[config.mk]
export PLATFORM = sky130hd
export DESIGN_NAME = sprite_draw_sequencer
export DESIGN_NICKNAME = d
export VERILOG_FILES = /design/src/rtl/sprite_pkg.sv /design/src/rtl/draw_cmd_fifo.sv /design/src/rtl/sprite_draw_sequencer.sv
export SDC_FILE = /design/constraint.sdc
export NUM_CORES = 1
export LEC_CHECK = 0
export ABC_AREA = 1
export BUFFER_PORTS_ARGS = -buffer_cell sky130_fd_sc_hd__clkbuf_2
export CAP_MARGIN = 10
export CORE_ASPECT_RATIO = 0.75
export CORE_UTILIZATION = 40
export CTS_CLUSTER_SIZE = 14
export DETAILED_ROUTE_END_ITERATION = 16
export GPL_TIMING_DRIVEN = 0
export MAX_ROUTING_LAYER = met4
export SYNTH_ARGS = -nofsm -noshare
export SYNTH_HDL_FRONTEND = slang
export SYNTH_SLANG_ARGS = --single-unit
[constraint.sdc]
create_clock -name clk -period 6.2 [get_ports clk]
set_input_delay 0 -clock clk [delete_from_list [all_inputs] [get_ports clk]]
set_output_delay 0 -clock clk [all_outputs]
set_load 0.01 [all_outputs]
[src/rtl/sprite_pkg.sv]
// Shared types and screen/blitter limits for the sprite draw sequencer.
package sprite_pkg;

  localparam int unsigned SCREEN_W = 640;
  localparam int unsigned SCREEN_H = 480;
  localparam int unsigned MAX_AREA = 4095;
  localparam int unsigned ADDR_W   = 12;
  localparam int unsigned COORD_W  = 10;
  localparam int unsigned AREA_W   = 20;

  typedef struct packed {
    logic [ADDR_W-1:0]  rom_addr;
    logic [COORD_W-1:0] x;
    logic [COORD_W-1:0] y;
    logic [COORD_W-1:0] w;
    logic [COORD_W-1:0] h;
  } draw_cmd_t;

  typedef enum logic [2:0] {
    S_IDLE,
    S_FETCH,
    S_CHECK,
    S_ISSUE,
    S_WAIT,
    S_DONE
  } seq_state_t;

  // True when the blitter can draw the command: on-screen origin, non-empty, area fits its counter.
  function automatic logic cmd_is_drawable(draw_cmd_t c);
    logic [AREA_W-1:0] area;
    area = AREA_W'(c.w) * AREA_W'(c.h);
    return (c.w != '0) && (c.h != '0) &&
           (c.x < COORD_W'(SCREEN_W)) && (c.y < COORD_W'(SCREEN_H)) &&
           (area <= AREA_W'(MAX_AREA));
  endfunction

endpackage

[src/rtl/draw_cmd_fifo.sv]
// Draw-command FIFO with a registered read port: pop_data is valid the cycle after pop.
module draw_cmd_fifo
  import sprite_pkg::*;
#(
  parameter int unsigned DEPTH = 16
) (
  input  logic                     clk,
  input  logic                     reset,
  input  logic                     push,
  input  draw_cmd_t                push_data,
  input  logic                     pop,
  output draw_cmd_t                pop_data,
  output logic                     full,
  output logic                     empty,
  output logic [$clog2(DEPTH):0]   count
);

  localparam int unsigned PTR_W = $clog2(DEPTH);
  localparam int unsigned CNT_W = PTR_W + 1;

  draw_cmd_t        mem [DEPTH];
  logic [PTR_W-1:0] wr_ptr;
  logic [PTR_W-1:0] rd_ptr;
  logic             do_push;
  logic             do_pop;

  assign full    = (count == CNT_W'(DEPTH));
  assign empty   = (count == '0);
  assign do_push = push && !full;
  assign do_pop  = pop && !empty;

  always_ff @(posedge clk) begin
    if (do_push) mem[wr_ptr] <= push_data;
  end

  // Pointers wrap naturally since DEPTH is a power of two.
  always_ff @(posedge clk) begin
    if (reset) begin
      wr_ptr   <= '0;
      rd_ptr   <= '0;
      count    <= '0;
      pop_data <= '0;
    end else begin
      if (do_push) wr_ptr <= wr_ptr + PTR_W'(1);
      if (do_pop) begin
        pop_data <= mem[rd_ptr];
        rd_ptr   <= rd_ptr + PTR_W'(1);
      end
      count <= count + CNT_W'(do_push) - CNT_W'(do_pop);
    end
  end

endmodule

[src/rtl/sprite_draw_sequencer.sv]
// Replays a per-frame snapshot of queued sprite commands to the blitter, one handshake at a time.
module sprite_draw_sequencer
  import sprite_pkg::*;
#(
  parameter int unsigned DEPTH = 16
) (
  input  logic                clk,
  input  logic                reset,
  input  logic                cmd_valid,
  output logic                cmd_ready,
  input  logic [ADDR_W-1:0]   cmd_rom_addr,
  input  logic [COORD_W-1:0]  cmd_x,
  input  logic [COORD_W-1:0]  cmd_y,
  input  logic [COORD_W-1:0]  cmd_w,
  input  logic [COORD_W-1:0]  cmd_h,
  input  logic                frame_start,
  output logic                frame_busy,
  output logic                frame_done,
  output logic                overrun,
  output logic [7:0]          drop_count,
  output logic                begin_drawing,
  output logic [ADDR_W-1:0]   start_rom_addr,
  output logic [COORD_W-1:0]  start_x,
  output logic [COORD_W-1:0]  start_y,
  output logic [COORD_W-1:0]  width,
  output logic [COORD_W-1:0]  height,
  input  logic                done_drawing
);

  localparam int unsigned CNT_W = $clog2(DEPTH) + 1;

  seq_state_t       state, state_d;
  logic [CNT_W-1:0] remaining, remaining_d;
  logic [CNT_W-1:0] fifo_count;
  logic             fifo_full, fifo_empty, fifo_pop;
  draw_cmd_t        fifo_head, push_cmd;
  draw_cmd_t        out_cmd, out_cmd_d;
  logic             frame_start_q;
  logic             overrun_d, frame_busy_d, frame_done_d, begin_drawing_d;
  logic [7:0]       drop_count_d;

  assign push_cmd = '{rom_addr: cmd_rom_addr, x: cmd_x, y: cmd_y, w: cmd_w, h: cmd_h};

  draw_cmd_fifo #(.DEPTH(DEPTH)) u_fifo (
    .clk       (clk),
    .reset     (reset),
    .push      (cmd_valid),
    .push_data (push_cmd),
    .pop       (fifo_pop),
    .pop_data  (fifo_head),
    .full      (fifo_full),
    .empty     (fifo_empty),
    .count     (fifo_count)
  );

  assign cmd_ready      = !fifo_full;
  assign start_rom_addr = out_cmd.rom_addr;
  assign start_x        = out_cmd.x;
  assign start_y        = out_cmd.y;
  assign width          = out_cmd.w;
  assign height         = out_cmd.h;

  // Next-state, datapath and registered-output decode.
  always_comb begin
    state_d      = state;
    remaining_d  = remaining;
    out_cmd_d    = out_cmd;
    overrun_d    = overrun;
    drop_count_d = drop_count;
    fifo_pop     = 1'b0;

    if (frame_start_q && state != S_IDLE) overrun_d = 1'b1;

    case (state)
      S_IDLE: begin
        if (frame_start_q) begin
          remaining_d = fifo_count;
          state_d     = (fifo_count == '0) ? S_DONE : S_FETCH;
        end
      end
      S_FETCH: begin
        fifo_pop = !fifo_empty;
        state_d  = S_CHECK;
      end
      S_CHECK: begin
        if (cmd_is_drawable(fifo_head)) begin
          out_cmd_d = fifo_head;
          state_d   = S_ISSUE;
        end else begin
          if (drop_count != 8'hFF) drop_count_d = drop_count + 8'd1;
          remaining_d = remaining - CNT_W'(1);
          state_d     = (remaining > CNT_W'(1)) ? S_FETCH : S_DONE;
        end
      end
      S_ISSUE: state_d = S_WAIT;
      S_WAIT: begin
        if (done_drawing) begin
          remaining_d = remaining - CNT_W'(1);
          state_d     = (remaining > CNT_W'(1)) ? S_FETCH : S_DONE;
        end
      end
      S_DONE:  state_d = S_IDLE;
      default: state_d = S_IDLE;
    endcase

    begin_drawing_d = (state_d == S_ISSUE);
    frame_done_d    = (state_d == S_DONE);
    frame_busy_d    = (state_d == S_FETCH) || (state_d == S_CHECK) ||
                      (state_d == S_ISSUE) || (state_d == S_WAIT);
  end

  // The vblank pulse is registered before the FSM sees it.
  always_ff @(posedge clk) begin
    if (reset) begin
      state         <= S_IDLE;
      remaining     <= '0;
      out_cmd       <= '0;
      frame_start_q <= 1'b0;
      overrun       <= 1'b0;
      drop_count    <= '0;
      begin_drawing <= 1'b0;
      frame_done    <= 1'b0;
      frame_busy    <= 1'b0;
    end else begin
      state         <= state_d;
      remaining     <= remaining_d;
      out_cmd       <= out_cmd_d;
      frame_start_q <= frame_start;
      overrun       <= overrun_d;
      drop_count    <= drop_count_d;
      begin_drawing <= begin_drawing_d;
      frame_done    <= frame_done_d;
      frame_busy    <= frame_busy_d;
    end
  end

endmodule

==> run_results.csv <==
group,metric,value,unit
floorplan,num_rows,101,
clock_tree,cts_tree,"yes",
clock_tree,cts_buffers,90,
yosys,synthArstFlopShare,0,
clock_tree,postCtsSetupBuffers,0,
timing,timing.final.crit_period,5800,ps
yosys,synth_cell_types,39,
worst_setup_path,r2r_cells,24,
clock_tree,cts.clk_slew.worst_paths,70,ps
yosys,ys_seq_area_frac,0.672,
placed_design,dp.cells,5141,
clock_tree,cts_sinks,970,
worst_hold_path,hold_start,"frame_start",
worst_setup_path,r2r_end,"start_rom_addr[4]",
routing,finalWirelength,121,mm
layout,final_cells,5361,
global_route,grt_remaining_overflow,0,
yosys,synth_cells,3645,
clock_tree,root_buffer,"clkbuf_16",
routing,first_pass_iters,5,
layout,design_area,47900,sq um
worst_setup_path,start_kind,"flop",
worst_setup_path,regToRegStartpoint,"u_fifo.pop_data[10]",
worst_setup_path,critical-path-slowest-cell,"clkbuf_1",
global_route,grt_antenna_before_repair,5,
routing,drc,0,
layout,num-nets-final,4140,
worst_hold_path,hold_class,"in -> reg",
power,p_leak,17.9,nW
timing,slew_viol_final,0,
yosys,syn_area_per_cell,11.3,sq um
yosys,yosys_register_bits,970,
timing,fmax,173,MHz
worst_hold_path,whs_path_depth,4,
yosys,ys.flop_type,"edfxtp_1",
power,irDropWorstVdd,0.000223,V
floorplan,initial_core_util,0.406,
routing,vias,29400,
worst_setup_path,path_max_fanout,10,
routing,wire_per_inst,22.7,um
worst_setup_path,critical_path_required,6750,ps
timing,fin_worst_skew,29.3,ps
job,cap_violations,0,
layout,drive_above_1_share,0.0893,
worst_setup_path,endpoint_kind,"flop",
clock_tree,clock_latency,680,ps
routing,viasPerCell,5.47,
timing,finalCritPeriodShare,0.935,
power,powerDensity,378,nW/um^2
yosys,synth_top_cell_by_area,"edfxtp_1",
clock_tree,clockBufferDepth,3,
worst_setup_path,crit_arrival,6340,ps
timing,final.setup.tns,0,ps
routing,ant_nets,0,
worst_setup_path,cp_slowest_stage_delay,500,ps
layout,syn2layout_area_growth,16.1,%
placed_design,port_buffers,121,
layout,fillCellCount,9167,
worst_setup_path,cp_common_cell,"nand2_1",
global_route,grt_max_degree,28,
outcome,outcome,"finished clean",
placed_design,dpl-instance-area,44500,sq um
floorplan,ios,122,
floorplan,die_h,280,um
floorplan,core,102000,sq um
floorplan,chipWidth,373,um
timing,setup_viol,0,
yosys,synth_common_cells,"edfxtp_1, nor2_1, o21ai_0, inv_1, o22ai_1",
clock_tree,htreeDepth,3,
routing,drt_iter0_drc,3642,
worst_setup_path,r2r_slack,400,ps
floorplan,dieArea,105000,sq um
timing,timing.slew.headroom,0.192,
timing,worst_slew_pin_slew,1210,ps
yosys,synth_warnings,0,
placed_design,gp_congestion,0.876,
worst_setup_path,worstPathCellList,"clkbuf_1 > nand2_1 > fa_1 > fa_1 > inv_1 > fa_1 > fa_1 > inv_1 > fa_1 > inv_1 > ha_1 > nand2_1 > nand2_1 > nand2_1 > nand2_1 > a21oi_1 > nand2_1 > a21oi_1 > nand3_2 > nor2_4 > nand3_4 > buf_6 > o21ai_0 > a21oi_1",
yosys,syn_area,41300,sq um
yosys,yosys.area.top_type_share,0.605,
timing,finalHoldViolations,0,
yosys,synth-edff-count,832,
yosys,yosysMostFrequentCell,"edfxtp_1",
worst_hold_path,holdPathEnd,"frame_start_q",
global_route,grt_pass1_vias,27300,
worst_setup_path,path_class,"reg -> reg",
global_route,track_usage,0.237,
yosys,yosys-top-cells-area,"edfxtp_1, o21ai_0, dfxtp_1, nor2_1, o22ai_1",
global_route,grt_pass1_wl,179,mm
placed_design,dp_hpwl,85.0,mm
yosys,synth_nets,3834,
per-layer routing:
| layer | share of wire | vias up | GRT usage |
|---|---|---|---|
| li1 | - | 13400 | - |
| met1 | 0.45 | 14400 | 0.350 |
| met2 | 0.42 | 1414 | 0.331 |
| met3 | 0.11 | 163 | 0.0502 |
| met4 | 0.020 | 0 | 0.0536 |
| met5 | 0 | - | - |
placed cells by master (no fill, tap or decap), types with 2 or more instances in the layout:
| cell type | synthesis | layout |
|---|---|---|
| nand2_1 | 242 | 242 |
| inv_6 | 0 | 5 |
| clkinv_2 | 0 | 22 |
| fa_1 | 63 | 63 |
| buf_12 | 0 | 23 |
| inv_2 | 4 | 4 |
| dlygate4sd3_1 | 0 | 56 |
| diode_2 | 0 | 4 |
| nand3_1 | 35 | 35 |
| and2_1 | 2 | 2 |
| ha_1 | 69 | 69 |
| nor2_4 | 2 | 18 |
| buf_16 | 0 | 14 |
| edfxtp_1 | 832 | 832 |
| nand3b_1 | 3 | 3 |
| buf_6 | 6 | 6 |
| clkbuf_2 | 0 | 133 |
| nor3_1 | 8 | 8 |
| buf_1 | 8 | 8 |
| a21oi_1 | 92 | 92 |
| o22ai_1 | 249 | 249 |
| clkbuf_16 | 0 | 93 |
| nand3_2 | 2 | 2 |
| clkbuf_1 | 203 | 197 |
| clkinv_1 | 2 | 19 |
| a21oi_2 | 2 | 2 |
| o21ai_1 | 8 | 34 |
| clkbuf_4 | 0 | 2 |
| bufinv_16 | 0 | 4 |
| nand2_2 | 3 | 3 |
| dfxtp_1 | 138 | 138 |
| nand4_1 | 6 | 6 |
| a211oi_1 | 2 | 2 |
| xor2_1 | 10 | 10 |
| nor2_2 | 2 | 2 |
| o21ai_0 | 619 | 592 |
| buf_2 | 11 | 16 |
| inv_1 | 317 | 317 |
| nor2_1 | 684 | 668 |
| o32ai_1 | 12 | 12 |
power by group:
group	switching [mW]	total [mW]	internal (mW)
combinational	3.68	5.08	1.41
sequential	0.189	7.66	7.47
clock	2.45	5.38	2.93
stage by stage:
| step | power, mW | util | worst slack, ps | hold WS, ps |
|---|---|---|---|---|
| after floorplan | 10.6 | - | 1060 | 98.9 |
| after global placement | 12.6 | 0.428 | -587 | 197 |
| after detailed placement | 12.7 | 0.438 | -38.7 | 200 |
| after CTS | 18.1 | 0.471 | 16.3 | 23.0 |
| after global routing | 18.9 | 0.471 | -3.04 | 81.5 |
| final | 18.1 | 0.471 | 405 | 68.3 |
how the worst max path moves through the flow:
stage                          to  depth (start not counted)  slack (ps)                 from
4_1_cts         start_rom_addr[8]                         25          20   u_fifo.pop_data[2]
3_3_place_gp   u_fifo.mem[12][24]                          7        -590      u_fifo.count[3]
3_5_place_dp    start_rom_addr[8]                         25         -40  u_fifo.pop_data[17]
6_report        start_rom_addr[4]                         24         400  u_fifo.pop_data[10]
5_1_grt                 height[5]                         25          -3  u_fifo.pop_data[15]
2_1_floorplan          frame_busy                         27        1060   u_fifo.pop_data[1]
cell families (layout without fill, tap and decap cells):
group           after synthesis  after routing  synth area share
simple gates                992            992            0.0938
compound gates              990            990             0.129
flops                       970            970             0.672
buf+inv                     551            924            0.0515
fa+ha+maj                   132            132            0.0514
xor+xnor                     10             10           0.00212
other cells                   0              4                 0
flip-flops by register name, indices dropped and copies added, names as in the netlist, 3 cells and up:
| name | count |
|---|---|
| drop_count | 8 |
| height | 10 |
| remaining | 5 |
| start_rom_addr | 12 |
| start_x | 10 |
| start_y | 10 |
| state | 3 |
| u_fifo.count | 5 |
| u_fifo.mem | 832 |
| u_fifo.pop_data | 52 |
| u_fifo.rd_ptr | 4 |
| u_fifo.wr_ptr | 4 |
| width | 10 |
critical path: cells and delay by family, from the launching register on:
family | cells | cell delay, ps
flip-flops | 1 | 340
buffers and inverters | 5 | 860
AO/OA/AOI/OAI | 4 | 770
adder cells (fa/ha/maj) | 6 | 2670
AND/OR/NAND/NOR | 9 | 1000
cell type report:
cell class | instances | area [sq um] | share of cell area
clock inverters | 52 | 393 | 0.00820
plain buffers | 228 | 943 | 0.0197
inverters | 323 | 1210 | 0.0253
diodes | 4 | 10.0 | 0.000209
clock buffers | 107 | 2390 | 0.0498
multi-input cells | 2124 | 11600 | 0.241
well taps | 1339 | 1680 | 0.0349
flip-flops and latches | 970 | 27700 | 0.579
repair buffers | 214 | 2010 | 0.0420
timing repair:
item                       CTS  global route
hold endpoints to repair   866             0
gates resized for setup      4            67
setup endpoints to repair    3            70
hold buffers                56             0
(Power assumes the default switching activity.)
